==> src/rtl/delta_counter.sv <==
// delta_counter: wrapping up/down accumulator stepping by a programmable
// delta once per clock, plus a registered copy of the last step applied.
// Both outputs come directly from flops; reset clears them asynchronously.
module delta_counter #(
    parameter int WIDTH   = 4,
    parameter int DELTA_W = 3
) (
    input  logic               clk,
    input  logic               resetn,     // active-high, asynchronous
    input  logic [DELTA_W-1:0] delta,
    input  logic               direction,  // 0 = up, 1 = down
    output logic [WIDTH-1:0]   count,
    output logic [WIDTH-1:0]   current
);

    logic [WIDTH-1:0] delta_ext;
    logic [WIDTH-1:0] count_reg;
    logic [WIDTH-1:0] count_next;
    logic [WIDTH-1:0] current_reg;
    logic [WIDTH-1:0] current_next;

    // Zero-extend the step to the accumulator width, bit by bit, so the
    // arithmetic below is done entirely at WIDTH bits.
    genvar gi;
    generate
        for (gi = 0; gi < WIDTH; gi = gi + 1) begin : g_ext
            if (gi < DELTA_W) begin : g_copy
                assign delta_ext[gi] = delta[gi];
            end else begin : g_zero
                assign delta_ext[gi] = 1'b0;
            end
        end
    endgenerate

    // Next-state: add or subtract the step; carry/borrow falls off the top
    // so the counter wraps modulo 2^WIDTH.
    always_comb begin
        current_next = delta_ext;
        if (direction) begin
            count_next = count_reg - delta_ext;
        end else begin
            count_next = count_reg + delta_ext;
        end
    end

    // State registers: reset dominates any coincident clock edge.
    always_ff @(posedge clk or posedge resetn) begin
        if (resetn) begin
            count_reg   <= '0;
            current_reg <= '0;
        end else begin
            count_reg   <= count_next;
            current_reg <= current_next;
        end
    end

    assign count   = count_reg;
    assign current = current_reg;

endmodule

==> config.mk <==
export PLATFORM = sky130hd
export DESIGN_NAME = delta_counter
export DESIGN_NICKNAME = d
export VERILOG_FILES = /design/src/rtl/delta_counter.sv
export SDC_FILE = /design/constraint.sdc
export NUM_CORES = 1
export LEC_CHECK = 0
export CORE_AREA = 2 2 39 41
export DETAILED_ROUTE_END_ITERATION = 12
export DIE_AREA = 0 0 41 43
export GPL_TIMING_DRIVEN = 0
export PLACE_DENSITY = 0.54
export REMOVE_ABC_BUFFERS = 1
export SYNTH_ARGS = -nofsm -noshare
export SYNTH_HDL_FRONTEND = slang
export SYNTH_SLANG_ARGS = --single-unit
==> constraint.sdc <==
create_clock -name clk -period 1.83 [get_ports clk]
set_input_delay 0.183 -clock clk [delete_from_list [all_inputs] [get_ports clk]]
set_output_delay 0.183 -clock clk [all_outputs]
set_load 0.05 [all_outputs]
# ---- After elaboration in Yosys (flattened, before gate mapping)
# Index checks and enable logic that the tools add are counted.
dict set report word_totals {
  reg_bits 7
  inputBits 6
  output_inout_bits 8
  word_cells 5
}
dict set report classes {
  add_sub_neg 2
  n_mux 1
}
# op n
set ops {}
lappend ops {{$add A4 B3 Y4} 1}
lappend ops {{$mux W4} 1}
lappend ops {{$sub A4 B3 Y4} 1}

# ---- Logic depth before layout (Yosys ltp)
dict set report depth {
  word_depth 2
  depth_mapped 8
  depth_no_buf 8
}

# ---- Least setup slack after synthesis
# OpenSTA, ideal clock, no wires.
dict set report synth_path {
  path_type {input port to flip-flop}
  startpoint {in delta[0]}
  endpoint {reg count_reg[3], in the netlist count[3]}
  setup_time_ns 0.080
  t_arrival_ns 1.439
  required_time_ns 1.750
  slack_ns 0.311
  stages 8
  n_path_buf 0
  path_cell_list {inv_1 > ha_1 > mux2_2 > inv_1 > ha_1 > a21o_1 > a21oi_1 > xnor2_1}
}
dict set report synth_between {
  elab_chain_cells 2
  word_cells_on_any_way 3
  cone_classes {2 x add/sub; 1 x mux}
}
# item line
set synth_rtl {}
lappend synth_rtl {{start: declaration} 10} ;# input logic [DELTA_W-1:0] delta,
lappend synth_rtl {{$add A4 B3 Y4 or $sub A4 B3 Y4 (tied branches)} {42, 40}}
lappend synth_rtl {{$mux W4 (*)} 39} ;# if (direction) begin
lappend synth_rtl {{via count_next[3]} 18} ;# logic [WIDTH-1:0] count_next;
lappend synth_rtl {{end signal: assignment} 52} ;# count_reg <= count_next;
lappend synth_rtl {{end: declaration} 17} ;# logic [WIDTH-1:0] count_reg;
# The timed path passes the listed nets; every way through them passes the cells marked *.

# ---- Worst setup path after layout
# Ends and elaborated chain as after synthesis.

==> metrics.md <==
| Metric | Value |
|---|---|
| Max Cap Viol | 0 |
| Outcome | complete, no violations |
| R2r endpoint | count[3] |
| Minimum clock period | 1670 ps |
| Endpoint class of the critical path | flop |
| Top post-synthesis cells by count | 9 x inv_1, 7 x dfrtp_1, 4 x ha_1, 4 x xnor2_1, 2 x nor2_1 |
| DR vias/cell | 3.88 |
| Die Y | 43 um |
| R2R setup slack | 580 ps |
| Initial antenna violation count | 0 |
| WP data required | 2000 ps |
| Die area | 1760 sq um |
| Num CTS Buffers | 3 |
| EDFF count, synth | 0 |
| Largest net degree at the start of global routing | 8 |
| HP Class | input pin to asynchronous set/reset pin |
| Routed wl met3 | 78 um |
| Synthesized area per cell | 11.1 sq um |
| Register area | 175 sq um |
| Synth warnings | 0 |
| Remaining DRCs | 0 |
| CTS clk-pin slew, worst paths | 50 ps |
| Most common cell in the netlist | inv_1 |
| Fraction of registers with async set/reset | 100% |
| PortBufs | 12 |
| Sequential fraction of the synthesis area | 47.8% |
| WL met1 | 259 um |
| Rel. slew slack | 66.7% |
| Largest register FFs | 4 |
| Initial DRT Pass Iterations | 1 |
| Fin. max-slew vios | 0 |
| Slew at the pin with the worst max-slew slack | 497 ps |
| GRT overflow | 0 |
| Setup crit start kind | input pin |
| Finished Core Util | 37.8% |
| Post-Syn Area | 367 sq um |
| ANT cells | 0 |
| Starting density of the core | 26.5% |
| HPWL after DPL | 514 um |
| Clk_lat worst skew | 250 ps |
| Wirelength per Cell | 10.2 um |
| GPL Wtd Cong | 0.654 |
| Area contributors post-synth | dfrtp_1 48%, ha_1 14%, xnor2_1 9.6% |
| Worst path arrival time | 1850 ps |
| P per Cell Area | 1640 nW/um^2 |
| Highest metal used | met4 |
| Final Instance Count excl. Fillers | 64 |
| Syn-to-layout area delta | 42.7% |
| Final ANT Viol Nets | 0 |
| RSZ-0062 raised after global routing | false |
| Post-synth cell types | 12 |
| Leakage power | 0.260 nW |
| Die width | 41 um |
| Synth Flop Type | dfrtp_1 |
| Fillers | 152 |
| R2R cell count | 4 |
| Fmax | 597 MHz |
| Total GRT Usage | 9.81% |
| Worst IR Drop VDD | 0.625 mV |
| Number of synthesized register bits | 7 |
| R2R Path Start | count[1] |
| Final Cycle Share | 91.5% |
| Synth top area share | 47.8% |
| Crit path max fanout | 4 |
| Number of cells after detailed placement | 60 |
| Nets | 60 |
| CTS tree | yes |
| Worst Skew | 3.94 ps |
| Cells after Synth | 33 |
| Number of global-route vias before repair | 254 |
| # rows | 14 |
| Area taken by multi-input logic gates | 150 sq um |
| Final setup violating endpoints | 0 |
| Fraction of layout cells with a size suffix above 1 | 10.4% |
| Num ports | 14 |
| H-tree Lvls | 1 |
| Clock sink count | 7 |
| Yosys top cell by area | dfrtp_1 |
| Hold Vio Cnt, Final | 0 |
| Vias | 248 |
| Worst setup path class | input pin to flop |
| Core Area | 1380 sq um |
| WL met2 | 304 um |
| First-pass GRT wire length | 1.02 mm |
| Clock Path Buffers | 2 |
| Final WL | 652 um |
| Initial DRC Count | 0 |
| Clock root buffer master | clkbuf_4 |
==> cell usage in the layout (no fill, tap or decap) <==
master / n
fa_1: 1
nor2_1: 2
xnor2_1: 4
conb_1: 1
dfrtp_1: 7
dlygate4sd2_1: 2
nor3_2: 1
inv_1: 9
clkdlybuf4s50_1: 10
clkbuf_4: 3
mux2_2: 1
clkbuf_1: 1
a21o_1: 1
ha_1: 4
a21oi_1: 1
==> per-stage QoR <==
stage	hold WS, ps	setup TNS [ps]	power, mW	worst slack, ps	area, sq um
4_1_cts	172	0	0.877	143	523
5_1_grt	201	0	0.928	55.9	523
3_3_place_gp	445	-788	0.721	-356	499
2_1_floorplan	-13.6	0	0.580	311	359
6_report	169	0	0.856	155	523
3_5_place_dp	443	-798	0.726	-380	499
==> how the worst max path moves through the flow <==
stage,startpoint,endpoint,slack [ps],depth (start not counted)
3_3_place_gp,delta[0],count[3],-360,9
5_1_grt,delta[0],count[3],60,9
2_1_floorplan,delta[0],count[3],310,8
6_report,delta[0],count[3],160,9
4_1_cts,delta[0],count[3],140,9
3_5_place_dp,delta[0],count[3],-380,9
==> critical path, cell delays in order <==
cell           delay (ps)
dlygate4sd2_1         280
inv_1                  60
ha_1                  280
mux2_2                290
inv_1                  60
ha_1                  220
a21o_1                160
a21oi_1               180
xnor2_1               130
==> cell type report <==
| cell class | count | share of cell area [%] |
|---|---|---|
| repair buffers | 12 | 22.5 |
| multi-input cells | 16 | 28.7 |
| flip-flops and latches | 7 | 33.5 |
| well taps | 16 | 3.83 |
| clock buffers | 4 | 5.02 |
| inverters | 9 | 6.46 |
==> per-layer routing <==
metal  global-route usage (%)  vias up
li1                         -      126
met1                     11.8      109
met2                     12.5       11
met3                     3.14        2
met4                     10.0        0
met5                        0        -
==> report_power, final <==
group / total (mW) / internal (mW) / switching, mW
Combinational: 0.478 / 0.186 / 0.292
Clock: 0.141 / 0.0833 / 0.0576
Sequential: 0.237 / 0.208 / 0.0290
==> cells by family (layout without fill, tap and decap cells) <==
kind of cell / Yosys count / count (layout) / synth area share, %
AND/OR/NAND/NOR: 3 / 3 / 4.78
multiplexers: 1 / 1 / 3.07
AO/OA/AOI/OAI: 2 / 2 / 3.41
XOR/XNOR: 4 / 4 / 9.56
flip-flops: 7 / 7 / 47.8
other: 1 / 1 / 1.02
adder cells (fa/ha/maj): 5 / 5 / 19.1
buffers and inverters: 10 / 25 / 11.3
==> timing repair <==
action	CTS	global route
buffers inserted	0	0
hold buffers	0	0
gates resized for setup	2	0
endpoints found under the setup margin	1	0
No activity file was read; power rests on OpenSTA's default activity.
